File: config.mk
export PLATFORM = sky130hd
export DESIGN_NAME = reg_file_mp_flat
export DESIGN_NICKNAME = d
export VERILOG_FILES = /design/src/rtl/reg_file_mp_if.sv /design/src/rtl/reg_file_mp.sv /design/src/flat_wrapper.sv
export SDC_FILE = /design/constraint.sdc
export NUM_CORES = 2
export LEC_CHECK = 0
export ABC_AREA = 1
export CELL_PAD_IN_SITES_DETAIL_PLACEMENT = 2
export CELL_PAD_IN_SITES_GLOBAL_PLACEMENT = 2
export CORE_ASPECT_RATIO = 1.5
export CORE_MARGIN = 2
export CORE_UTILIZATION = 30
export DETAILED_ROUTE_END_ITERATION = 10
export PLACE_DENSITY_LB_ADDON = 0.15
export SLEW_MARGIN = 20
export SYNTH_ARGS = -nofsm -noshare
export SYNTH_HDL_FRONTEND = slang
export SYNTH_SLANG_ARGS = --single-unit
File: constraint.sdc
create_clock -name clk -period 5.9 [get_ports clk]
set_clock_uncertainty 0.15 [all_clocks]
set_input_delay 1.18 -clock clk [delete_from_list [all_inputs] [get_ports clk]]
set_output_delay 1.18 -clock clk [all_outputs]
set_load 0.05 [all_outputs]
File: src/rtl/reg_file_mp_if.sv
// Bus bundle for reg_file_mp: read ports, two write ports, issue strobe,
// per-port pending flags and the architectural register tap.
interface reg_file_mp_if #(
   parameter int DATA_WIDTH = 32,
   parameter int ADD_WIDTH  = 5,
   parameter int NUM_RD     = 2
);
   logic [NUM_RD*ADD_WIDTH-1:0]  AD;
   logic [NUM_RD*DATA_WIDTH-1:0] RD;
   logic                         WEA;
   logic [ADD_WIDTH-1:0]         ADA;
   logic [DATA_WIDTH-1:0]        WDA;
   logic                         WEB;
   logic [ADD_WIDTH-1:0]         ADB;
   logic [DATA_WIDTH-1:0]        WDB;
   logic                         ISS;
   logic [ADD_WIDTH-1:0]         ISS_AD;
   logic [NUM_RD-1:0]            BUSY;
   logic [DATA_WIDTH-1:0]        a0;

   modport master (
      output AD, WEA, ADA, WDA, WEB, ADB, WDB, ISS, ISS_AD,
      input  RD, BUSY, a0
   );

   modport slave (
      input  AD, WEA, ADA, WDA, WEB, ADB, WDB, ISS, ISS_AD,
      output RD, BUSY, a0
   );
endinterface

File: src/rtl/reg_file_mp.sv
// Multi-port register file: NUM_RD write-first synchronous reads, two write ports
// (A beats B), registered tap of TAP_ADDR. Optional pending scoreboard: REG_FILE_SCOREBOARD_EN.
module reg_file_mp #(
   parameter int DATA_WIDTH = 32,
   parameter int ADD_WIDTH  = 5,
   parameter int NUM_RD     = 2,
   parameter int TAP_ADDR   = 10,
   parameter int ZERO_REG   = 1
) (
   input logic           clk,
   input logic           rst,
   reg_file_mp_if.slave  bus
);

   localparam int unsigned DEPTH = 1 << ADD_WIDTH;
   localparam logic [ADD_WIDTH-1:0] TAP = ADD_WIDTH'(TAP_ADDR);
   localparam bit ZERO_EN = (ZERO_REG != 0);

   logic [DATA_WIDTH-1:0]        r_mem [DEPTH];
   logic [NUM_RD*DATA_WIDTH-1:0] r_rd;
   logic [NUM_RD*DATA_WIDTH-1:0] w_rd_next;
   logic [DATA_WIDTH-1:0]        r_a0;
   logic [DATA_WIDTH-1:0]        w_a0_next;
   logic                         w_wea_ok;
   logic                         w_web_ok;

   // Value an address will hold after this edge's writes (write-first bypass).
   function automatic logic [DATA_WIDTH-1:0] fwd (
      input logic [ADD_WIDTH-1:0]  ad,
      input logic                  wea,
      input logic [ADD_WIDTH-1:0]  ada,
      input logic [DATA_WIDTH-1:0] wda,
      input logic                  web,
      input logic [ADD_WIDTH-1:0]  adb,
      input logic [DATA_WIDTH-1:0] wdb,
      input logic [DATA_WIDTH-1:0] stored
   );
      if (ZERO_EN && ad == '0)
         return '0;
      else if (wea && ada == ad)
         return wda;
      else if (web && adb == ad)
         return wdb;
      else
         return stored;
   endfunction

   // Port B is dropped when it collides with port A on the same address.
   always_comb begin
      w_wea_ok = bus.WEA && !(ZERO_EN && bus.ADA == '0);
      w_web_ok = bus.WEB && !(ZERO_EN && bus.ADB == '0)
                 && !(bus.WEA && bus.ADA == bus.ADB);
   end

   always_ff @(posedge clk) begin
      if (rst) begin
         for (int unsigned k = 0; k < DEPTH; k++)
            r_mem[k] <= '0;
      end else begin
         if (w_web_ok)
            r_mem[bus.ADB] <= bus.WDB;
         if (w_wea_ok)
            r_mem[bus.ADA] <= bus.WDA;
      end
   end

   always_comb begin
      w_rd_next = '0;
      for (int unsigned i = 0; i < NUM_RD; i++) begin
         w_rd_next[i*DATA_WIDTH +: DATA_WIDTH] =
            fwd(bus.AD[i*ADD_WIDTH +: ADD_WIDTH], bus.WEA, bus.ADA, bus.WDA,
                bus.WEB, bus.ADB, bus.WDB, r_mem[bus.AD[i*ADD_WIDTH +: ADD_WIDTH]]);
      end
      w_a0_next = fwd(TAP, bus.WEA, bus.ADA, bus.WDA,
                      bus.WEB, bus.ADB, bus.WDB, r_mem[TAP]);
   end

   always_ff @(posedge clk) begin
      if (rst) begin
         r_rd <= '0;
         r_a0 <= '0;
      end else begin
         r_rd <= w_rd_next;
         r_a0 <= w_a0_next;
      end
   end

   assign bus.RD = r_rd;
   assign bus.a0 = r_a0;

`ifdef REG_FILE_SCOREBOARD_EN
   logic [DEPTH-1:0]  r_pend;
   logic [DEPTH-1:0]  w_pend_next;
   logic [NUM_RD-1:0] r_busy;
   logic [NUM_RD-1:0] w_busy_next;

   // Clears applied before the set so a same-edge issue keeps the register pending.
   always_comb begin
      w_pend_next = r_pend;
      if (bus.WEB)
         w_pend_next[bus.ADB] = 1'b0;
      if (bus.WEA)
         w_pend_next[bus.ADA] = 1'b0;
      if (bus.ISS)
         w_pend_next[bus.ISS_AD] = 1'b1;
      if (ZERO_EN)
         w_pend_next[0] = 1'b0;
      w_busy_next = '0;
      for (int unsigned i = 0; i < NUM_RD; i++)
         w_busy_next[i] = w_pend_next[bus.AD[i*ADD_WIDTH +: ADD_WIDTH]];
   end

   always_ff @(posedge clk) begin
      if (rst) begin
         r_pend <= '0;
         r_busy <= '0;
      end else begin
         r_pend <= w_pend_next;
         r_busy <= w_busy_next;
      end
   end

   assign bus.BUSY = r_busy;
`else
   logic w_unused_iss;
   assign w_unused_iss = ^{bus.ISS, bus.ISS_AD};
   assign bus.BUSY     = '0;
`endif

endmodule

File: src/flat_wrapper.sv
// flat-port wrapper written by rule: the top's interface ports become plain ports
module reg_file_mp_flat 
#(
   parameter int DATA_WIDTH = 32,
   parameter int ADD_WIDTH  = 5,
   parameter int NUM_RD     = 2,
   parameter int TAP_ADDR   = 10,
   parameter int ZERO_REG   = 1
)
  (clk, rst, bus_AD, bus_WEA, bus_ADA, bus_WDA, bus_WEB, bus_ADB, bus_WDB, bus_ISS, bus_ISS_AD, bus_RD, bus_BUSY, bus_a0);
  reg_file_mp_if #(.DATA_WIDTH(DATA_WIDTH), .ADD_WIDTH(ADD_WIDTH), .NUM_RD(NUM_RD)) bus_i ();
  input logic clk;
  input logic rst;
  input wire logic [$bits(bus_i.AD)-1:0] bus_AD;
  input wire logic [$bits(bus_i.WEA)-1:0] bus_WEA;
  input wire logic [$bits(bus_i.ADA)-1:0] bus_ADA;
  input wire logic [$bits(bus_i.WDA)-1:0] bus_WDA;
  input wire logic [$bits(bus_i.WEB)-1:0] bus_WEB;
  input wire logic [$bits(bus_i.ADB)-1:0] bus_ADB;
  input wire logic [$bits(bus_i.WDB)-1:0] bus_WDB;
  input wire logic [$bits(bus_i.ISS)-1:0] bus_ISS;
  input wire logic [$bits(bus_i.ISS_AD)-1:0] bus_ISS_AD;
  output wire logic [$bits(bus_i.RD)-1:0] bus_RD;
  output wire logic [$bits(bus_i.BUSY)-1:0] bus_BUSY;
  output wire logic [$bits(bus_i.a0)-1:0] bus_a0;
  assign bus_i.AD = bus_AD;
  assign bus_i.WEA = bus_WEA;
  assign bus_i.ADA = bus_ADA;
  assign bus_i.WDA = bus_WDA;
  assign bus_i.WEB = bus_WEB;
  assign bus_i.ADB = bus_ADB;
  assign bus_i.WDB = bus_WDB;
  assign bus_i.ISS = bus_ISS;
  assign bus_i.ISS_AD = bus_ISS_AD;
  assign bus_RD = bus_i.RD;
  assign bus_BUSY = bus_i.BUSY;
  assign bus_a0 = bus_i.a0;
  reg_file_mp #(.DATA_WIDTH(DATA_WIDTH), .ADD_WIDTH(ADD_WIDTH), .NUM_RD(NUM_RD), .TAP_ADDR(TAP_ADDR), .ZERO_REG(ZERO_REG)) u_core (.clk(clk), .rst(rst), .bus(bus_i));
endmodule
# Word level (Yosys, flattened, before mapping)
# Memories as Yosys holds them, arrays and structs flattened.
# Cells that the tools add are included.
totals:
  register_bits: 96
  ram_bits: 1024
  input_bits: 94
  memories: 1
classes:
  n_eq_ne: 7
  n_mux: 20
  reduce_logical: 21
mem_list:
  columns: ["name", "words", "word_bits", "rd", "rd_ports_with_merged_regs", "wr", "line_no", "rtl"]
  rows:
  - ["u_core.r_mem", 32, 32, 3, 0, 32, "reg_file_mp.sv:19", "logic [DATA_WIDTH-1:0] r_mem [DEPTH];"]
op_table:
  columns: ["op", "n"]
  rows:
  - ["$mux 32", 8]
  - ["$reduce_or 32->1", 2]
  - ["$eq 5x5->1", 5]
  - ["$logic_not 5->1", 4]
  - ["$eq 5x4->1 const B", 2]
  - ["$logic_and 1x1->1", 10]
  - ["$mux 1", 10]
  - ["$mux 5", 2]
  - ["$reduce_or 2->1", 2]
  - ["$logic_not 1->1", 3]

# Depth between registers and ports, before layout
depth:
  depth_word: 9
  depth_mapped: 13
  mapped_depth_nobuf: 9

# Worst setup path after synthesis
# No wires, ideal clock.
synth_timing:
  path_kind: "in2reg"
  from: "input port bus_ADA[4]"
  to: "memory u_core.r_mem[11][0], enable pin"
  setup_ns: 0.561
  arrival_time_ns: 3.240
  setup_slack_ns: 1.948
  stages: 12
  path_cell_list: "buf_2 -> inv_1 -> o22ai_1 -> nor2_1 -> nand3_2 -> nand2_1 -> inv_2 -> buf_6 -> buf_6 -> nand2_1 -> buf_2 -> nand3_1"
synth_lines:
  columns: ["item", "line_no", "rtl"]
  rows:
  - ["start: declaration", "flat_wrapper.sv:16", "input wire logic [$bits(bus_i.ADA)-1:0] bus_ADA;"]
  - ["end: declaration", "reg_file_mp.sv:19", null]

==> results.md <==
* Core Area at 214,200 sq um
* Postcts setup bufs at 0
* Status: complete, no violations
* Cts hold-fix bufs at 0
* Most common cell in the netlist: nand2_1
* CTS sink cnt at 1,120
* Via count at around 71,000
* Power per Cell Area at just under 300 nW/um^2
* Final setup fails at 0
* CP Cell Sequence: clkdlybuf4s50_1 > inv_1 > o22ai_1 > nor2_1 > nand3_2 > nand2_1 > inv_4 > nand3_2 > nand2_4 > buf_4
* Initial antenna violation count at 33
* RD Place Congestion at 0.9042
* Pin slew with the least headroom to its limit at approximately 1200 ps
* Root Buffer: clkbuf_16
* Nets at roughly 8,000
* Levels on crit path at 10
* Htree depth at 4
* Starting Density at between 30% and 40%
* CP most frequent cell: nand3_2
* Final ANT Viol Nets at 0
* GRT overflow at 0
* Area of the mapped netlist at ~65,000 sq um
* CP peak stage delay at just over 800 ps
* Port bufs at 183
* Post-synthesis register bit count at approximately 1,100
* Drt pass-1 iters at 6
* Setup CP Type: in2reg
* Hold slack at roughly 500 ps
* Sequential Area at about 33,000 sq um
* Routed len/inst at 38.90 um
* Top Layer Used: met5
* Met1 WL at around 160 mm
* Site Rows at approximately 210
* GRT Total Usage at a little under two fifths
* Die height at between 500 and 600 um
* Post-DP HPWL at ~250 mm
* Setup TNS at 0 ps
* Die width at roughly 380 um
* Fillers at roughly 24,000
* Area share of the largest cell type after synthesis at between 40% and 50%
* Maximum vdd drop at ~0.21 mV
* Worst setup EP type: register
* YS warnings at 0
* DR DRC count at 0
* 1st-iter DRT viols at about 8,500
* Clk buf depth at 4
* Period Utilization, post-route at between 70% and 80%
* Detailed Route WL at between 400 and 500 mm
* Largest net degree at the start of global routing at approximately 180
* Final Critical Period at 4657 ps
* I/O Pins at roughly 190
* Cell family with most CP delay: buffers and inverters
* Worst hold path class: reg2reg
* Worst-path maximum fanout at 34
* Yosys cell types at 29
* Main synth FF type: edfxtp_1
* CTS buffer count at between 100 and 150
* Worst-path clk slew at 50 ps
* Placed cell areas at between 60,000 and 70,000 sq um
* Worst Reg-to-Reg Cells at 8
* Critical path required time at between 6000 and 7000 ps
* Die area at 219,500 sq um
* CP arrival at ~5000 ps
* Max-slew violations at 0
* Area delta synth->final at 14.58%
* Sequential fraction of the synthesis area at between 50% and 60%
* Largest cells by area after synthesis: edfxtp_1 (48%), nand2_1 (17%), nand3_1 (9.8%)
* Synthesized instance count at between 8,000 and 9,000
* Post-route cell area at 74,140 sq um
* Unrepaired setup endpoints after global routing: false
* Mapped Avg Cell Area at 7.765 sq um
* Post-synth ARST share at 0%
* Worst relative slew slack at ~18%
* Startpoint types: primary input
* WHS Path Cells at 4
* Leak Pwr at around 28 nW
* Vias per cell at 6.437
* Number of synthesized flops with an enable pin at about 1,000
* Share of post-route cells with drive strength above 1 at 6.899%
* Commonest cells post-synth: nand2_1 (2,988), nand3_1 (1,273), edfxtp_1 (1,024), o22ai_1 (729), clkbuf_1 (610)
* CP bufs+invs at 4
* CTS tree: built
* Final hold vios at 0
* Post-CTS sizing at 0
* First-pass GRT wire length at about 580 mm
* Multi-input gate area at approximately 28,000 sq um
* Slowest CP cell: nand3_2
* Max_cap viols at 0
* Met2 routed WL at roughly 190 mm
* Fmax at 214.7 MHz
* Largest area contributor in the netlist: edfxtp_1
* Clock latency at the later pin of the worst-skew pair at between 800 and 900 ps
* Vias in the first global route at ~73,000
* Met3 wire len at just over 40 mm
==> power breakdown <==
part	total [W]	switching (W)	internal, W
registers	0.00945	0.000289	0.00916
clock network	0.00875	0.00377	0.00498
logic	0.00355	0.00273	0.000816
==> flip-flops by register name, indices dropped and copies added, names as in the netlist <==
register       count
u_core.r_mem    1024
u_core.bus.RD     64
u_core.bus.a0     32
==> cells in the final DEF, fill, tap and decap left out, drive strengths merged, types with 170 or more instances in the layout <==
cell type and count:
edfxtp 1024, buf 251, o21ai 570, inv 208
clkdlybuf4s50 172, a21oi 352, nand3 1275, clkbuf 202
o22ai 729, nand2 2996, nor2 170
==> worst paths after layout <==
check                           slack [ps]                  from                   to
worst max register to register        3700   u_core.r_mem[10][4]    u_core.bus.RD[36]
worst min-delay path                   500  u_core.r_mem[10][15]    u_core.bus.a0[15]
worst min register to register         500  u_core.r_mem[10][15]    u_core.bus.a0[15]
worst max-delay path                  1240            bus_ADA[4]  u_core.r_mem[4][19]
==> worst reg2reg max path: cells and delay by family (launching register included) <==
kind,cells,cell delay [ps]
compound gates,2,600
buf+inv,1,100
flops,1,510
simple gates,5,670
==> routing by layer <==
layer | track usage, % | up-vias
met5 | 0 | -
met4 | 27.97 | 18
met1 | 46.23 | 36910
met2 | 58.89 | 4279
met3 | 7.920 | 1419
li1 | - | 28340
==> cell type report <==
type	count	share of cell area (%)
Multi-Input combinational cell	6149	38.30
Clock inverter	39	0.4979
Sequential cell	1120	44.07
Inverter	242	1.283
Timing Repair Buffer	423	5.643
Clock buffer	202	5.372
Tap cell	2835	4.784
Antenna cell	16	0.05400
==> per-stage QoR <==
stage	setup slack [ps]	cells	util, %	power [W]
after floorplan	1948	8366	-	0.01135
after global placement	776.5	10770	32.55	0.01293
after detailed placement	658.5	10770	32.55	0.01304
after CTS	1510	11010	34.59	0.02168
after global routing	1317	11010	34.60	0.02220
final	1243	11030	34.61	0.02174
==> cells by family (layout without fill, tap and decap cells) <==
kind of cell	after synthesis	in the layout	share of synthesized area (%)
buffers and inverters	1097	906	6.762
and+or+nand+nor	4460	4460	28.50
other	1	50	0.005796
xor gates and xnor gates	2	2	0.02708
AOI/OAI and AO/OA	1653	1653	14.21
DFF	1120	1120	50.50
No activity file was read; power rests on OpenSTA's default activity.
